File: config.mk
export PLATFORM = sky130hd
export DESIGN_NAME = banked_vector_ram
export DESIGN_NICKNAME = d
export VERILOG_FILES = /design/src/rtl/vector_ram_pkg.sv /design/src/rtl/ram_bank.sv /design/src/rtl/banked_vector_ram.sv
export SDC_FILE = /design/constraint.sdc
export NUM_CORES = 2
export LEC_CHECK = 0
export ABC_AREA = 0
export CORE_MARGIN = 10
export CORE_UTILIZATION = 45
export DETAILED_ROUTE_END_ITERATION = 12
export GPL_TIMING_DRIVEN = 0
export PLACE_DENSITY = 0.73
export SYNTH_ARGS = -nofsm -noshare
export SYNTH_HDL_FRONTEND = slang
export SYNTH_SLANG_ARGS = --single-unit
File: constraint.sdc
create_clock -name clk -period 17.3 [get_ports clk]
set_input_delay 4.325 -clock clk [delete_from_list [all_inputs] [get_ports clk]]
set_output_delay 4.325 -clock clk [all_outputs]
set_load 0.005 [all_outputs]
File: src/rtl/vector_ram_pkg.sv
// rtl/vector_ram_pkg.sv - shared FSM state codes and address split helpers for banked_vector_ram
package vector_ram_pkg;

    typedef logic [1:0] state_t;

    localparam state_t S_IDLE  = 2'd0;
    localparam state_t S_SERVE = 2'd1;
    localparam state_t S_DRAIN = 2'd2;
    localparam state_t S_RESP  = 2'd3;

    // Low address bits select the bank so consecutive words land in different banks.
    function automatic int unsigned bank_of(input int unsigned addr, input int unsigned num_banks);
        return addr % num_banks;
    endfunction

    // Remaining upper bits select the row inside the bank.
    function automatic int unsigned row_of(input int unsigned addr, input int unsigned num_banks);
        return addr / num_banks;
    endfunction

endpackage

File: src/rtl/ram_bank.sv
// rtl/ram_bank.sv - single-port write-first RAM bank with one-cycle registered read
module ram_bank #(
    parameter int DATA_WIDTH = 32,
    parameter int ROW_BITS   = 3
) (
    input  logic                  clk,
    input  logic                  en,
    input  logic                  we,
    input  logic [ROW_BITS-1:0]   row,
    input  logic [DATA_WIDTH-1:0] wdata,
    output logic [DATA_WIDTH-1:0] rdata
);

    localparam int DEPTH = 1 << ROW_BITS;

    logic [DATA_WIDTH-1:0] mem [0:DEPTH-1];
    logic [DATA_WIDTH-1:0] rdata_q;

    // Memory contents are intentionally not reset; a write also returns the new word.
    always_ff @(posedge clk) begin
        if (en) begin
            if (we) begin
                mem[row] <= wdata;
                rdata_q  <= wdata;
            end else begin
                rdata_q  <= mem[row];
            end
        end
    end

    assign rdata = rdata_q;

endmodule

File: src/rtl/banked_vector_ram.sv
// rtl/banked_vector_ram.sv - multi-lane vector RAM serialising bank conflicts over interleaved banks
module banked_vector_ram
    import vector_ram_pkg::*;
#(
    parameter int ADDR_WIDTH  = 5,
    parameter int DATA_WIDTH  = 32,
    parameter int PARALLELISM = 4,
    parameter int NUM_BANKS   = 4
) (
    input  logic                                    clk,
    input  logic                                    rst,
    input  logic [PARALLELISM-1:0][ADDR_WIDTH-1:0]  addr,
    input  logic [PARALLELISM-1:0][DATA_WIDTH-1:0]  wdata,
    input  logic                                    write,
    input  logic                                    valid,
    output logic                                    ready,
    output logic [DATA_WIDTH-1:0]                   bdata,
    output logic                                    bvalid,
    input  logic                                    bready,
    output logic [PARALLELISM-1:0][DATA_WIDTH-1:0]  rdata,
    output logic                                    rvalid,
    input  logic                                    rready
);

    localparam int BANK_W   = (NUM_BANKS > 1) ? $clog2(NUM_BANKS) : 1;
    localparam int ROW_BITS = ADDR_WIDTH - BANK_W;
    localparam int ROW_W    = (ROW_BITS > 0) ? ROW_BITS : 1;
    localparam int K_W      = $clog2(PARALLELISM + 1);

    if (NUM_BANKS < 2 || (NUM_BANKS & (NUM_BANKS - 1)) != 0 || NUM_BANKS > (1 << ADDR_WIDTH)) begin : g_bad_banks
        $error("banked_vector_ram: NUM_BANKS must be a power of two in 2..2**ADDR_WIDTH");
    end

    state_t                                 state_q, state_d;
    logic                                   write_q, write_d;
    logic [PARALLELISM-1:0][ADDR_WIDTH-1:0] addr_q, addr_d;
    logic [PARALLELISM-1:0][DATA_WIDTH-1:0] wdata_q, wdata_d;
    logic [PARALLELISM-1:0]                 pend_q, pend_d;
    logic [PARALLELISM-1:0]                 gnt_q, gnt_d;
    logic [K_W-1:0]                         k_q, k_d;
    logic [PARALLELISM-1:0][DATA_WIDTH-1:0] rdata_q, rdata_d;

    logic [PARALLELISM-1:0][BANK_W-1:0]     lane_bank;
    logic [PARALLELISM-1:0][ROW_W-1:0]      lane_row;
    logic [PARALLELISM-1:0]                 lane_gnt;
    logic [NUM_BANKS-1:0]                   bank_en;
    logic [NUM_BANKS-1:0][ROW_W-1:0]        bank_row;
    logic [NUM_BANKS-1:0][DATA_WIDTH-1:0]   bank_wd;
    logic [NUM_BANKS-1:0][DATA_WIDTH-1:0]   bank_rd;

    // Split every latched lane address into its bank and row.
    always_comb begin
        for (int l = 0; l < PARALLELISM; l++) begin
            lane_bank[l] = BANK_W'(bank_of(32'(addr_q[l]), NUM_BANKS));
            lane_row[l]  = ROW_W'(row_of(32'(addr_q[l]), NUM_BANKS));
        end
    end

    // Per bank, grant the lowest-index pending lane mapped to it while serving.
    always_comb begin
        lane_gnt = '0;
        bank_en  = '0;
        bank_row = '0;
        bank_wd  = '0;
        if (state_q == S_SERVE) begin
            for (int b = 0; b < NUM_BANKS; b++) begin
                for (int l = 0; l < PARALLELISM; l++) begin
                    if (!bank_en[b] && pend_q[l] && lane_bank[l] == BANK_W'(b)) begin
                        bank_en[b]  = 1'b1;
                        lane_gnt[l] = 1'b1;
                        bank_row[b] = lane_row[l];
                        bank_wd[b]  = wdata_q[l];
                    end
                end
            end
        end
    end

    for (genvar b = 0; b < NUM_BANKS; b++) begin : g_bank
        ram_bank #(
            .DATA_WIDTH (DATA_WIDTH),
            .ROW_BITS   (ROW_W)
        ) u_bank (
            .clk   (clk),
            .en    (bank_en[b] & ~rst),
            .we    (bank_en[b] & write_q & ~rst),
            .row   (bank_row[b]),
            .wdata (bank_wd[b]),
            .rdata (bank_rd[b])
        );
    end

    // Request FSM, pending mask, grant counter and read-data capture.
    always_comb begin
        state_d = state_q;
        write_d = write_q;
        addr_d  = addr_q;
        wdata_d = wdata_q;
        pend_d  = pend_q;
        gnt_d   = '0;
        k_d     = k_q;
        rdata_d = rdata_q;

        // A bank's output is valid the cycle after its grant; the lane still points at it.
        for (int l = 0; l < PARALLELISM; l++) begin
            if (gnt_q[l]) begin
                rdata_d[l] = bank_rd[lane_bank[l]];
            end
        end

        case (state_q)
            S_IDLE: begin
                if (valid) begin
                    addr_d  = addr;
                    wdata_d = wdata;
                    write_d = write;
                    pend_d  = '1;
                    k_d     = '0;
                    state_d = S_SERVE;
                end
            end
            S_SERVE: begin
                pend_d = pend_q & ~lane_gnt;
                k_d    = k_q + 1'b1;
                gnt_d  = write_q ? '0 : lane_gnt;
                if (pend_d == '0) begin
                    state_d = S_DRAIN;
                end
            end
            S_DRAIN: begin
                state_d = S_RESP;
            end
            default: begin
                if (write_q ? bready : rready) begin
                    state_d = S_IDLE;
                end
            end
        endcase
    end

    // Register update; reset abandons any request in flight.
    always_ff @(posedge clk) begin
        if (rst) begin
            state_q <= S_IDLE;
            write_q <= 1'b0;
            addr_q  <= '0;
            wdata_q <= '0;
            pend_q  <= '0;
            gnt_q   <= '0;
            k_q     <= '0;
            rdata_q <= '0;
        end else begin
            state_q <= state_d;
            write_q <= write_d;
            addr_q  <= addr_d;
            wdata_q <= wdata_d;
            pend_q  <= pend_d;
            gnt_q   <= gnt_d;
            k_q     <= k_d;
            rdata_q <= rdata_d;
        end
    end

    assign ready  = ~rst && (state_q == S_IDLE);
    assign rvalid = ~rst && (state_q == S_RESP) && ~write_q;
    assign bvalid = ~rst && (state_q == S_RESP) && write_q;
    assign rdata  = rst ? '0 : rdata_q;
    assign bdata  = rst ? '0 : DATA_WIDTH'(k_q);

endmodule

# [Yosys cells after proc, flatten, opt, wreduce, memory -nomap -nowiden]
# Memories as Yosys holds them, arrays and structs flattened. A register that Yosys moved wholly into a read port is not among the register bits.
# Cells that the tools add are included.
[word_totals] register_bits=290 ramBits=1024 input_bits=154 n_memories=4
[classes] addsub=1 magnitude_cmp=4 eq_ne=17 n_mux=110 n_bitwise=17 reduce_logical=56
[mem_list] memory="g_bank[0].u_bank.mem" depth=8 width=32 rd=1 rd_clocked_by_memory_dff=1 wr=1 line_no="ram_bank.sv:16" text="logic [DATA_WIDTH-1:0] mem [0:DEPTH-1];"
[mem_list] memory="g_bank[1].u_bank.mem" depth=8 width=32 rd=1 rd_clocked_by_memory_dff=1 wr=1 line_no="ram_bank.sv:16"
[mem_list] memory="g_bank[2].u_bank.mem" depth=8 width=32 rd=1 rd_clocked_by_memory_dff=1 wr=1 line_no="ram_bank.sv:16"
[mem_list] memory="g_bank[3].u_bank.mem" depth=8 width=32 rd=1 rd_clocked_by_memory_dff=1 wr=1 line_no="ram_bank.sv:16"
[ops] op="$mux W32" count=20
[ops] op="$bmux W32 S2" count=4
[ops] op="$mux W128" count=2
[ops] op="$mux W1" count=56
[ops] op="$mux W3" count=18
[ops] op="$logic_and A1 B1 Y1" count=32
[ops] op="$eq A2 B2 Y1 const B" count=10
[ops] op="$and A1 B1 Y1" count=12
[ops] op="$logic_not A1 Y1" count=12
[ops] op="$lt A2 B3 Y1 const B" count=4
[ops] op="$mux W12" count=1
[ops] op="$mux W4" count=3
[ops] op="$eq A2 B1 Y1 const B" count=5
[ops] op="$logic_not A2 Y1" count=5
[ops] op="$pmux W4 S2" count=1
[ops] op="$mux W2" count=3
[ops] op="$pmux W2 S3" count=1
[ops] op="$pmux W3 S2" count=1
[ops] op="$and A4 B4 Y4" count=1
[ops] op="$logic_not A4 Y1" count=1
[ops] op="$not A4 Y4" count=1
[ops] op="$reduce_and A2 Y1" count=2
[ops] op="$reduce_bool A4 Y1" count=1
[ops] op="$add A3 B1 Y3 const B" count=1
[ops] op="other kinds (6)" count=8

# [Logic depth before layout (Yosys ltp)]
[depth] depth_word=27 ltp_mapped=12 ltp_nobuf=7

# [Cells and area by module]
# A second synthesis with hierarchy kept.
[hier_totals] cells_unflattened=4632 area_unflattened_um2=63143.1
[modules_own_cells] module="ram_bank at g_bank[1].u_bank ..." n_inst=2 cells_per_inst=613 area_per_inst_um2=11099.4
[modules_own_cells] module="banked_vector_ram" n_inst=1 cells_per_inst=2168 area_per_inst_um2=18667.9
[modules_own_cells] module="ram_bank at g_bank[0].u_bank" n_inst=1 cells_per_inst=620 area_per_inst_um2=11212.0
[modules_own_cells] module="ram_bank at g_bank[2].u_bank" n_inst=1 cells_per_inst=618 area_per_inst_um2=11064.4

# [Worst setup path before layout]
# Ideal clock, no wire load.
[synth_timing] kind="input to register" from="in rst" to="mem g_bank[1].u_bank.mem[4][0], enable pin" setup_ps=468 arrival_time_ps=9599 setup_slack_ps=7233 cell_stages=7 n_path_buf=3 cell_sequence="clkbuf_1 -> nand2b_1 -> clkbuf_1 -> a41oi_1 -> nand2_1 -> clkbuf_1 -> nor3b_1"
[synth_via] word_cells_on_any_way=6
[synth_lines] item="start, declared" line_no="banked_vector_ram.sv:11" text="input logic rst,"
[synth_lines] item="$not A1 Y1" line_no="banked_vector_ram.sv:85" text=".en (bank_en[b] & ~rst),"
[synth_lines] item="$and A1 B1 Y1" line_no="banked_vector_ram.sv:85"
[synth_lines] item="named net g_bank[1].u_bank.en" line_no="ram_bank.sv:7" text="input logic en,"
[synth_lines] item="$mux W1" line_no="ram_bank.sv:21" text="if (en) begin"
[synth_lines] item="$mux W1 (implied by the code)" line_no="ram_bank.sv:23" text="mem[row] <= wdata;"
[synth_lines] item="end, declared" line_no="ram_bank.sv:16"
# The timed path passes the listed nets, and every way through them passes these cells.

# [Worst setup path after layout]
[layout_timing] from="in rst" to="out bdata[0]"
[layout_via] elab_chain_cells=1
[layout_lines] item="$mux W3" line_no="banked_vector_ram.sv:168" text="assign bdata = rst ? '0 : DATA_WIDTH'(k_q);"
[layout_lines] item="end, declared" line_no="banked_vector_ram.sv:17" text="output logic [DATA_WIDTH-1:0] bdata,"
# No other way between the ends.

==> impl_metrics.toml <==
[setup_path]
crit_path_start_kind = "input port"
critPathMaxStageDelay_ns = 1.00
timing.rr.start = "state_q[1]"
worstPathRequired_ns = 12.98
crit_type = "in -> out"
crit_top_cell = "clkbuf_1"
critPathLaunch = "rst"
cp-end-kind = "output pin"
cp.arrival_ns = 7.34
path_cells = "clkbuf_1 > clkbuf_1 > clkbuf_1 > nor2b_1 > clkdlybuf4s50_1"
path_max_fanout = 10
worst_path_max_delay_cell = "clkbuf_1"

[outcome]
status = "finished, violations left"
violations = "capacitance limit, slew limit"

[logic_synthesis]
yosysWarnings = 0
synth_top_area_cell = "edfxtp_1"
yosysTopAreaCellShare = 0.5573
synth.cell_area_mm2 = 0.06207
synth_area_leaders = "edfxtp_1, dfxtp_1, mux2i_1"
ys_seq_elements = 1442
synth_flop_cell = "edfxtp_1"
ys_async_sr_fraction = 0
post_synth_most_frequent_cells = "edfxtp_1, nand2_1, mux2i_1"
syn_area_per_cell_um2 = 13.76
yosysMostFrequentCell = "edfxtp_1"
postSynthCellCount = 4512
ys_types = 71
synth_edf_count = 1152
ys_seq_area_frac = 0.6508

[detailed_routing]
drc = 0
wl_met2_um = 103500
wirelength_um = 228300
met3_length_um = 30420
vias_per_cell = 6.348
dr.max_layer_used = "met5"
met1_length_um = 83410
final_antenna_net_count = 0
wl_per_cell_um = 32.66
vias = 44370
drt_iter0_drc = 6592
drt-pass1-iter-count = 6

[clock_network]
cts-root-buf = "clkbuf_16"
cts_tree = "done"
numCtsBuffers = 145
ctsHoldBuffers = 0
post-cts-setup-buffers = 0
htreeDepth = 4
clock_latency_ns = 0.79
clockBufferDepth = 3
cts_resized = 0
cts.sinks = 1442
clk_pin_slew_ns = 0.06

[sta]
report.final.slew_viol_count = 30
skew_ns = 0.03615
min_period_over_period = 0.6742
hold_viol_final = 0
fin_crit_ns = 11.66
setup_viol = 0
rsz0062_at_grt = "false"
slew_headroom = -0.1268
max_freq_ghz = 0.08574
worst_pin_slew_ns = 1.690
tns_ns = 0

[power]
vdd_drop_max_mv = 0.08406
p_per_area_mw_per_mm2 = 117.7
p_leak_uw = 0.02700

[floorplanning]
start_util = 0.4520
die_height_um = 391.4
io_pins = 317
coreArea_mm2 = 0.1373
dieArea_mm2 = 0.1532
dieWidth_um = 391.4
rows = 136

[final_layout]
post-route-util = 0.5345
finalInstanceArea_mm2 = 0.07340
final_nets = 5235
drive_above_1_share = 0.1192
fin_cells = 6990
syn_to_final_growth_pct = 18.25

[global_routing]
grt_first_pass_wirelength_um = 316300
grt_use_total = 0.2888
grt-ovfl-total = 0
grt_max_degree = 34
first_global_vias = 42150
antenna_found_initial = 13

[placed_design]
dpl_cell_area_mm2 = 0.06882
port_buffers = 286
placedCellCount = 6721
dpl.hpwl_um = 174700
gp_congestion = 0.9841

[hold_path]
hp-start = "rdata_q[70]"
hold_path.class = "reg -> reg"

[job]
drv_cap = 4
-- routing by layer --
metal / vias to the layer above / GRT usage
met5: - / 0
met4: 6 / 0.1245
met3: 478 / 0.08720
met2: 3251 / 0.4502
met1: 22000 / 0.3731
li1: 18630 / -
-- cell families (layout without fill, tap and decap cells) --
kind of cell    count (synthesis)  count (layout)  share of synthesized area
mux                           649             649                     0.1305
compound gates               1055            1055                     0.1205
other cells                     1              32                 0.00006041
fa+ha+maj                       6               6                   0.001209
xor+xnor                        2               2                  0.0002822
buf+inv                       399            1052                    0.02790
simple gates                  958             958                    0.06875
flops                        1442            1442                     0.6508
-- final cells by class --
class	instances	area, um^2
Clock inverter	84	625.6
Tap cell	1794	2245
Timing Repair Buffer	388	4188
Multi-Input combinational cell	2699	20300
Inverter	6	22.52
Antenna cell	3	7.507
Buffer	393	1709
Fill cell	11030	63920
Clock buffer	181	3908
Sequential cell	1442	40400
-- report_power, final --
part,internal (uW),switching [uW],total (uW)
Combinational,527,1010,1540
Clock,1690,1360,3050
Sequential,3870,177,4050
Total,6090,2550,8640
-- worst max-delay path: cells and delay by family --
| family | cells | cell delay, ns |
|---|---|---|
| buffers and inverters | 4 | 2.87 |
| AND/OR/NAND/NOR | 1 | 0.13 |
-- through the flow --
step	hold slack [ns]	power, uW	worst slack [ns]
final	0.4871	8636	5.637
after global routing	0.5079	8824	5.546
after global placement	0.4646	5557	2.430
after floorplan	0.4520	4941	7.233
after CTS	0.4899	8569	5.674
after detailed placement	0.4737	5591	5.713
-- flip-flops by register name (all words and copies together) (netlist names) --
| register | cells |
|---|---|
| pend_q | 4 |
| rdata_q | 128 |
| gnt_q | 4 |
| k_q | 3 |
| addr_q | 20 |
| wdata_q | 128 |
| state_q | 2 |
| g_bank.u_bank.rdata | 128 |
| write_q | 1 |
| g_bank.u_bank.mem | 1024 |
-- cells in the final DEF, fill, tap and decap left out, types with 13 or more instances in the layout --
master | Yosys | layout
a22o_1 | 23 | 23
nand2_1 | 524 | 524
o21ai_0 | 145 | 145
clkdlybuf4s50_1 | 0 | 286
buf_2 | 72 | 72
nor2_1 | 182 | 178
clkbuf_16 | 0 | 148
mux4_2 | 128 | 128
o221ai_1 | 96 | 96
buf_4 | 36 | 39
edfxtp_1 | 1152 | 1152
nor3_2 | 0 | 26
buf_6 | 1 | 78
a21oi_1 | 320 | 307
a221o_1 | 127 | 127
o22a_1 | 105 | 105
dfxtp_1 | 290 | 290
conb_1 | 1 | 29
mux2i_1 | 521 | 521
clkinv_1 | 0 | 37
o22ai_1 | 132 | 132
a222oi_1 | 25 | 25
nor2b_1 | 133 | 133
clkinv_2 | 0 | 21
clkbuf_1 | 254 | 279
a2111oi_2 | 14 | 14
buf_1 | 29 | 29
buf_8 | 0 | 13
-- final timing paths --
check | slack [ns] | to | depth (start not counted)
max | 5.64 | bdata[0] | 5
min reg2reg | 0.49 | rdata_q[70] | 2
max reg2reg | 11.80 | g_bank[3].u_bank.mem[4][16] | 12
min | 0.49 | rdata_q[70] | 2
(Power assumes the default switching activity.)
